[src/rtl/retire_stage.sv]
// Commit stage: retires up to three completed ROB head entries per cycle, oldest first.
// Frees Told, updates the arch map and commits stores. Raises a one-cycle flush on a retired mispredict and a sticky halt on a retired WFI.
`timescale 1ns/1ps

module retire_stage #(
   parameter  int PR      = 6,
   parameter  int XLEN    = 32,
   parameter  int CNT_W   = 32,
   // Per-entry layout, MSB first:
   //   valid, completed, halt, is_store, precise_state_need, arch_reg[4:0], Tnew, Told, target_pc
   localparam int ENTRY_W = XLEN + 2*PR + 10
) (
   input  logic               clock,
   input  logic               reset,
   input  logic [3*ENTRY_W-1:0] rob_head_entry,
   input  logic               sq_retire_ready,
   output logic [2:0]         retire_en,
   output logic [2:0]         fl_free_en,
   output logic [3*PR-1:0]    fl_free_pr,
   output logic [2:0]         archmap_en,
   output logic [14:0]        archmap_ar,
   output logic [3*PR-1:0]    archmap_pr,
   output logic [2:0]         sq_retire,
   output logic               precise_state_valid,
   output logic [XLEN-1:0]    target_pc,
   output logic               halt,
   output logic [CNT_W-1:0]   retire_count
);

   typedef struct packed {
      logic            valid;
      logic            completed;
      logic            halt;
      logic            is_store;
      logic            precise_state_need;
      logic [4:0]      arch_reg;
      logic [PR-1:0]   tnew;
      logic [PR-1:0]   told;
      logic [XLEN-1:0] target_pc;
   } entry_t;

   typedef enum logic [1:0] {RUN, FLUSH, HALTED} state_t;

   entry_t [2:0]    head;
   state_t          state;
   logic            chain_open;
   logic            store_used;
   logic            stop_halt;
   logic            stop_flush;
   logic [XLEN-1:0] stop_pc;

   assign head = rob_head_entry;

   // Walk oldest (slot 2) to youngest; chain_open drops at the first slot that
   // cannot commit or that ends the group, so retire_en never has gaps.
   always_comb begin
      // NOTE: every output gets a default before the loop so no latch is inferred.
      retire_en  = '0;
      fl_free_en = '0;
      fl_free_pr = '0;
      archmap_en = '0;
      archmap_ar = '0;
      archmap_pr = '0;
      sq_retire  = '0;
      stop_halt  = 1'b0;
      stop_flush = 1'b0;
      stop_pc    = '0;
      // NOTE: blocking assignments here are intentional; later slots must see
      // the chain_open/store_used values updated by older slots in this same pass.
      chain_open = reset && (state == RUN);
      store_used = 1'b0;
      for (int k = 2; k >= 0; k--) begin
         if (reset && state == RUN) begin
            fl_free_pr[k*PR +: PR] = head[k].told;
            archmap_ar[k*5 +: 5]   = head[k].arch_reg;
            archmap_pr[k*PR +: PR] = head[k].tnew;
         end
         if (chain_open && head[k].valid && head[k].completed &&
             (!head[k].is_store || (sq_retire_ready && !store_used))) begin
            retire_en[k] = 1'b1;
            if (head[k].arch_reg != 5'd0) begin
               fl_free_en[k] = 1'b1;
               archmap_en[k] = 1'b1;
            end
            if (head[k].is_store) begin
               sq_retire[k] = 1'b1;
               store_used   = 1'b1;
            end
            // Halt takes priority over a mispredict on the same entry.
            if (head[k].halt) begin
               stop_halt  = 1'b1;
               chain_open = 1'b0;
            end else if (head[k].precise_state_need) begin
               stop_flush = 1'b1;
               stop_pc    = head[k].target_pc;
               chain_open = 1'b0;
            end
         end else begin
            chain_open = 1'b0;
         end
      end
   end

   always_ff @(posedge clock or negedge reset) begin
      if (!reset) begin
         state               <= RUN;
         precise_state_valid <= 1'b0;
         target_pc           <= '0;
         halt                <= 1'b0;
         retire_count        <= '0;
      end else begin
         case (state)
            RUN: begin
               retire_count <= retire_count + CNT_W'($countones(retire_en));
               if (stop_halt) begin
                  state <= HALTED;
                  halt  <= 1'b1;
               end else if (stop_flush) begin
                  state               <= FLUSH;
                  precise_state_valid <= 1'b1;
                  target_pc           <= stop_pc;
               end
            end
            FLUSH: begin
               precise_state_valid <= 1'b0;
               state               <= RUN;
            end
            HALTED:  state <= HALTED;
            default: state <= RUN;
         endcase
      end
   end

endmodule

[config.mk]
export PLATFORM = sky130hd
export DESIGN_NAME = retire_stage
export DESIGN_NICKNAME = d
export VERILOG_FILES = /design/src/rtl/retire_stage.sv
export SDC_FILE = /design/constraint.sdc
export NUM_CORES = 1
export LEC_CHECK = 0
export CAP_MARGIN = 5
export CORE_ASPECT_RATIO = 0.8
export CORE_MARGIN = 3
export CORE_UTILIZATION = 40
export DETAILED_ROUTE_END_ITERATION = 6
export HOLD_SLACK_MARGIN = 0.03
export PLACE_DENSITY = 0.88
export SYNTH_ARGS = -nofsm -noshare
export SYNTH_HDL_FRONTEND = slang
export SYNTH_SLANG_ARGS = --single-unit
[constraint.sdc]
create_clock -name clock -period 5.7 [get_ports clock]
set_input_delay 1.14 -clock clock [delete_from_list [all_inputs] [get_ports clock]]
set_output_delay 1.14 -clock clock [all_outputs]
set_load 0.02 [all_outputs]
==> key figures <==
Outcome
  • Status: completed

Critical path
  • Top cell family by delay on the critical path: buffers and inverters
  • CP peak stage delay: between 0.6 and 0.7 ns
  • CP Class: primary input to output pin
  • CP cell instances: clkdlybuf4s50_1 -> and4bb_2 -> a21bo_2 -> a2111oi_4 -> o21a_1 -> clkdlybuf4s50_1
  • Critical Path Most Common Cell: clkdlybuf4s50_1
  • CP Capture Type: output pin
  • CP Buf/Inv Count: 2
  • WP data arrival: ~3.7 ns
  • Slowest cell on crit path: clkdlybuf4s50_1
  • Worst EP required: approximately 4.6 ns
  • Max Fanout on Critical Path: 6
  • Worst setup SP type: primary input

Clock network
  • # H-tree levels: 3
  • CTS tree: yes
  • CTS root buf: clkbuf_16
  • Post-CTS setup buffer count: 0
  • Cts hold-fix bufs: 0
  • Clock latency on the worst-skew pair: 0.33 ns
  • CTS Buf Count: 9
  • Sinks on Clock Net: 68
  • Post-CTS Resized: 0
  • CTS max path bufs: 2
  • Clock transition at path regs: 0.06 ns

Route
  • Vias/cell: 5.35
  • Via Count: around 4,800
  • Initial drt markers: about 380
  • Antenna Nets Post-Route: 0
  • Routed length per placed instance: 19.8 um
  • DRT Wirelength: 17,800 um
  • Drt pass-1 iters: 5
  • Drc violations: 0

Logic synthesis
  • Syn Std Cell Area: 0.00447 mm^2
  • Synthesized Nets: around 650
  • Yosys warns: 0
  • Cell count after synthesis: approximately 480
  • Async SR Flop Fraction: 100%
  • Most common cell in the netlist: nand2_1
  • Largest family of logic cells by synthesized area: simple AND/OR/NAND/NOR gates
  • Syn Area/Cell: 9.28 um^2
  • Synth Area in Simple Gates: 29.1%
  • Area contributors post-synth: dfrtp_1 (38%), mux2_4 (9.4%), nand3_1 (7.8%)
  • Top_reg_cell synth: dfrtp_1
  • Post-synth EDFFs: 0
  • Post-synth top area share: a little under two fifths
  • Xor-xnor portion of the synthesized cell area: under 10%
  • Multiplexer share of the synthesized area: a little over a tenth
  • Post-synthesis compound-gate area fraction: a little under a tenth
  • Seq cells post-synth: about 70
  • Synth Area in Adders: between 1 and 1.5%
  • Count of cell types in the netlist: 42
  • Post-synthesis sequential area ratio: 38.0%
  • Top cells by count, synth: nand2_1 (77), nand3_1 (70), dfrtp_1 (68)
  • Area leader, netlist: dfrtp_1

Flow run
  • Max Cap Violations: 0

Floorplan
  • Die area: 0.0125 mm^2
  • Chip width: between 100 and 150 um
  • Ports: between 200 and 300
  • Number of core rows: 33
  • Initial core utilization: 42.3%
  • Die height: between 100 and 150 um
  • Core box area: around 0.011 mm^2

Finish
  • # diodes: 0
  • Synth-to-layout area growth: 73.8%
  • Finished Cell Area: just under 0.008 mm^2
  • Multi-input logic area: approximately 0.0025 mm^2
  • Layout cell share with drive strength beyond 1: 8.55%
  • FILL cells: between 700 and 800
  • Final nets: around 930
  • FF/Latch Area: about 0.0017 mm^2
  • Layout Cells excl Fill: 900

GRT
  • First-pass GRT wire length: 27,800 um
  • Initial antenna violation count: 1
  • Gr ovfl total: 0
  • Largest net degree at the start of global routing: slightly below 70
  • Met2 usage: around 47%
  • Total GRT Usage: around 28%
  • Gr busiest metal: met2
  • Met3 usage: about 8.5%
  • Vias in the first global route: approximately 5,100
  • M1 GR Usage: between 30% and 40%

STA
  • Fin crit share: between 80% and 90%
  • RSZ-0062 raised after global routing: false
  • Setup ws final: between 0.8 and 0.9 ns
  • Fin Clk Skew: 0.00302 ns
  • Slew margin rel.: 22.9%
  • Final Hold Vio Count: 0
  • Final setup violation count: 0
  • FMAX: ~210 MHz
  • Final Slew Violations: 0
  • Final setup TNS: 0 ns
  • Slew @ Worst Pin: 1.16 ns
  • Tmin final: ~4.8 ns

Placed design
  • Placed Instance Area: around 0.0074 mm^2
  • Setup Slack @ Placement: between 0.9 and 1 ns
  • # port buffers: about 300
  • HPWL Detailed: about 14,000 um
  • Routability cong.: roughly 1.0
  • Placed Cells: just under 900

Power and ir drop
  • Pwr dens: roughly 170 mW/mm^2
  • Peak supply drop: about 0.00015 V
  • LEAKAGE: approximately 3.3 nW
  • Power, Total: around 1.3 mW

Min path
  • Min-Delay Path Class: flip-flop to flip-flop
## per-stage QoR
stage | hold WS (ns) | utilization, %
CTS | 0.474 | 73.6
global placement | 0.461 | 70.4
global route | 0.498 | 73.6
detailed placement | 0.467 | 70.4
floorplan | 0.489 | -
finish | 0.473 | 73.6
## area by class of cell
class | count | share of cell area (%)
Clock inverter | 6 | 1.46
Clock buffer | 9 | 2.90
Inverter | 10 | 0.483
Multi-Input combinational cell | 367 | 32.7
Tap cell | 140 | 2.25
Sequential cell | 68 | 21.9
Timing Repair Buffer | 300 | 38.3
## state kept, by name, summed over array words and instances (netlist names)
name / count
state: 2
halt: 1
target_pc: 32
precise_state_valid: 1
retire_count: 32
## layer usage
layer / share of wire [%] / routed length [um]
met4: 1.7 / 301
met5: 0.073 / 13
met3: 7.7 / 1380
met1: 42 / 7480
met2: 49 / 8650
## cell usage in the layout, fill, tap and decap left out, drive strengths merged, types with 2 or more instances in the layout
master           n
dfrtp           68
o21ai            2
clkinvlp         2
bufinv           3
and2            53
xnor2           18
nand2           77
clkbuf           9
xor2            12
inv             10
or4              2
mux2            34
nor2            18
clkdlybuf4s50  292
nor3             4
and4             4
nand3           70
buf              8
o21a             2
ha               2
o2111ai         34
nand4           11
and2b            2
fa               2
nor4             2
a21oi            3
nand2b           4
## power breakdown
group          switching [mW]  total (mW)  internal, mW
clock network           0.211       0.636         0.425
logic                  0.0796       0.214         0.135
registers             0.00281       0.488         0.486
total                   0.293        1.34          1.05
## worst reg2reg max path, delay by kind of cell, from the launching register on
kind            cells  cell delay [ns]
flops               1             0.43
xor+xnor            1             0.16
fa+ha+maj           3             1.15
compound gates      2             0.84
simple gates        4             0.90
## worst paths after layout
path | to | startpoint | slack [ns] | cells past startpoint
worst min register to register | retire_count[31]$_DFFE_PN0N_ | retire_count[31]$_DFFE_PN0N_ | 0.47 | 1
worst min-delay path | retire_count[31]$_DFFE_PN0N_ | retire_count[31]$_DFFE_PN0N_ | 0.47 | 1
max in group asynchronous | target_pc[31]$_DFFE_PN0P_ | reset | 4.10 | 2
worst max-delay path | fl_free_en[0] | rob_head_entry[159] | 0.87 | 6
worst max register to register | retire_count[20]$_DFFE_PN0N_ | state[1]$_DFFE_PN0P_ | 2.10 | 10
min in group asynchronous | target_pc[29]$_DFFE_PN0P_ | reset | 1.06 | 2
## kinds of logic after synthesis
group / count (synthesis)
and+or+nand+nor: 254
DFF: 68
buffers and inverters: 47
AOI/OAI and AO/OA: 45
muxes: 34
xor gates and xnor gates: 30
adders and majority gates: 4
Note: power is estimated with default switching activity, not from simulation.
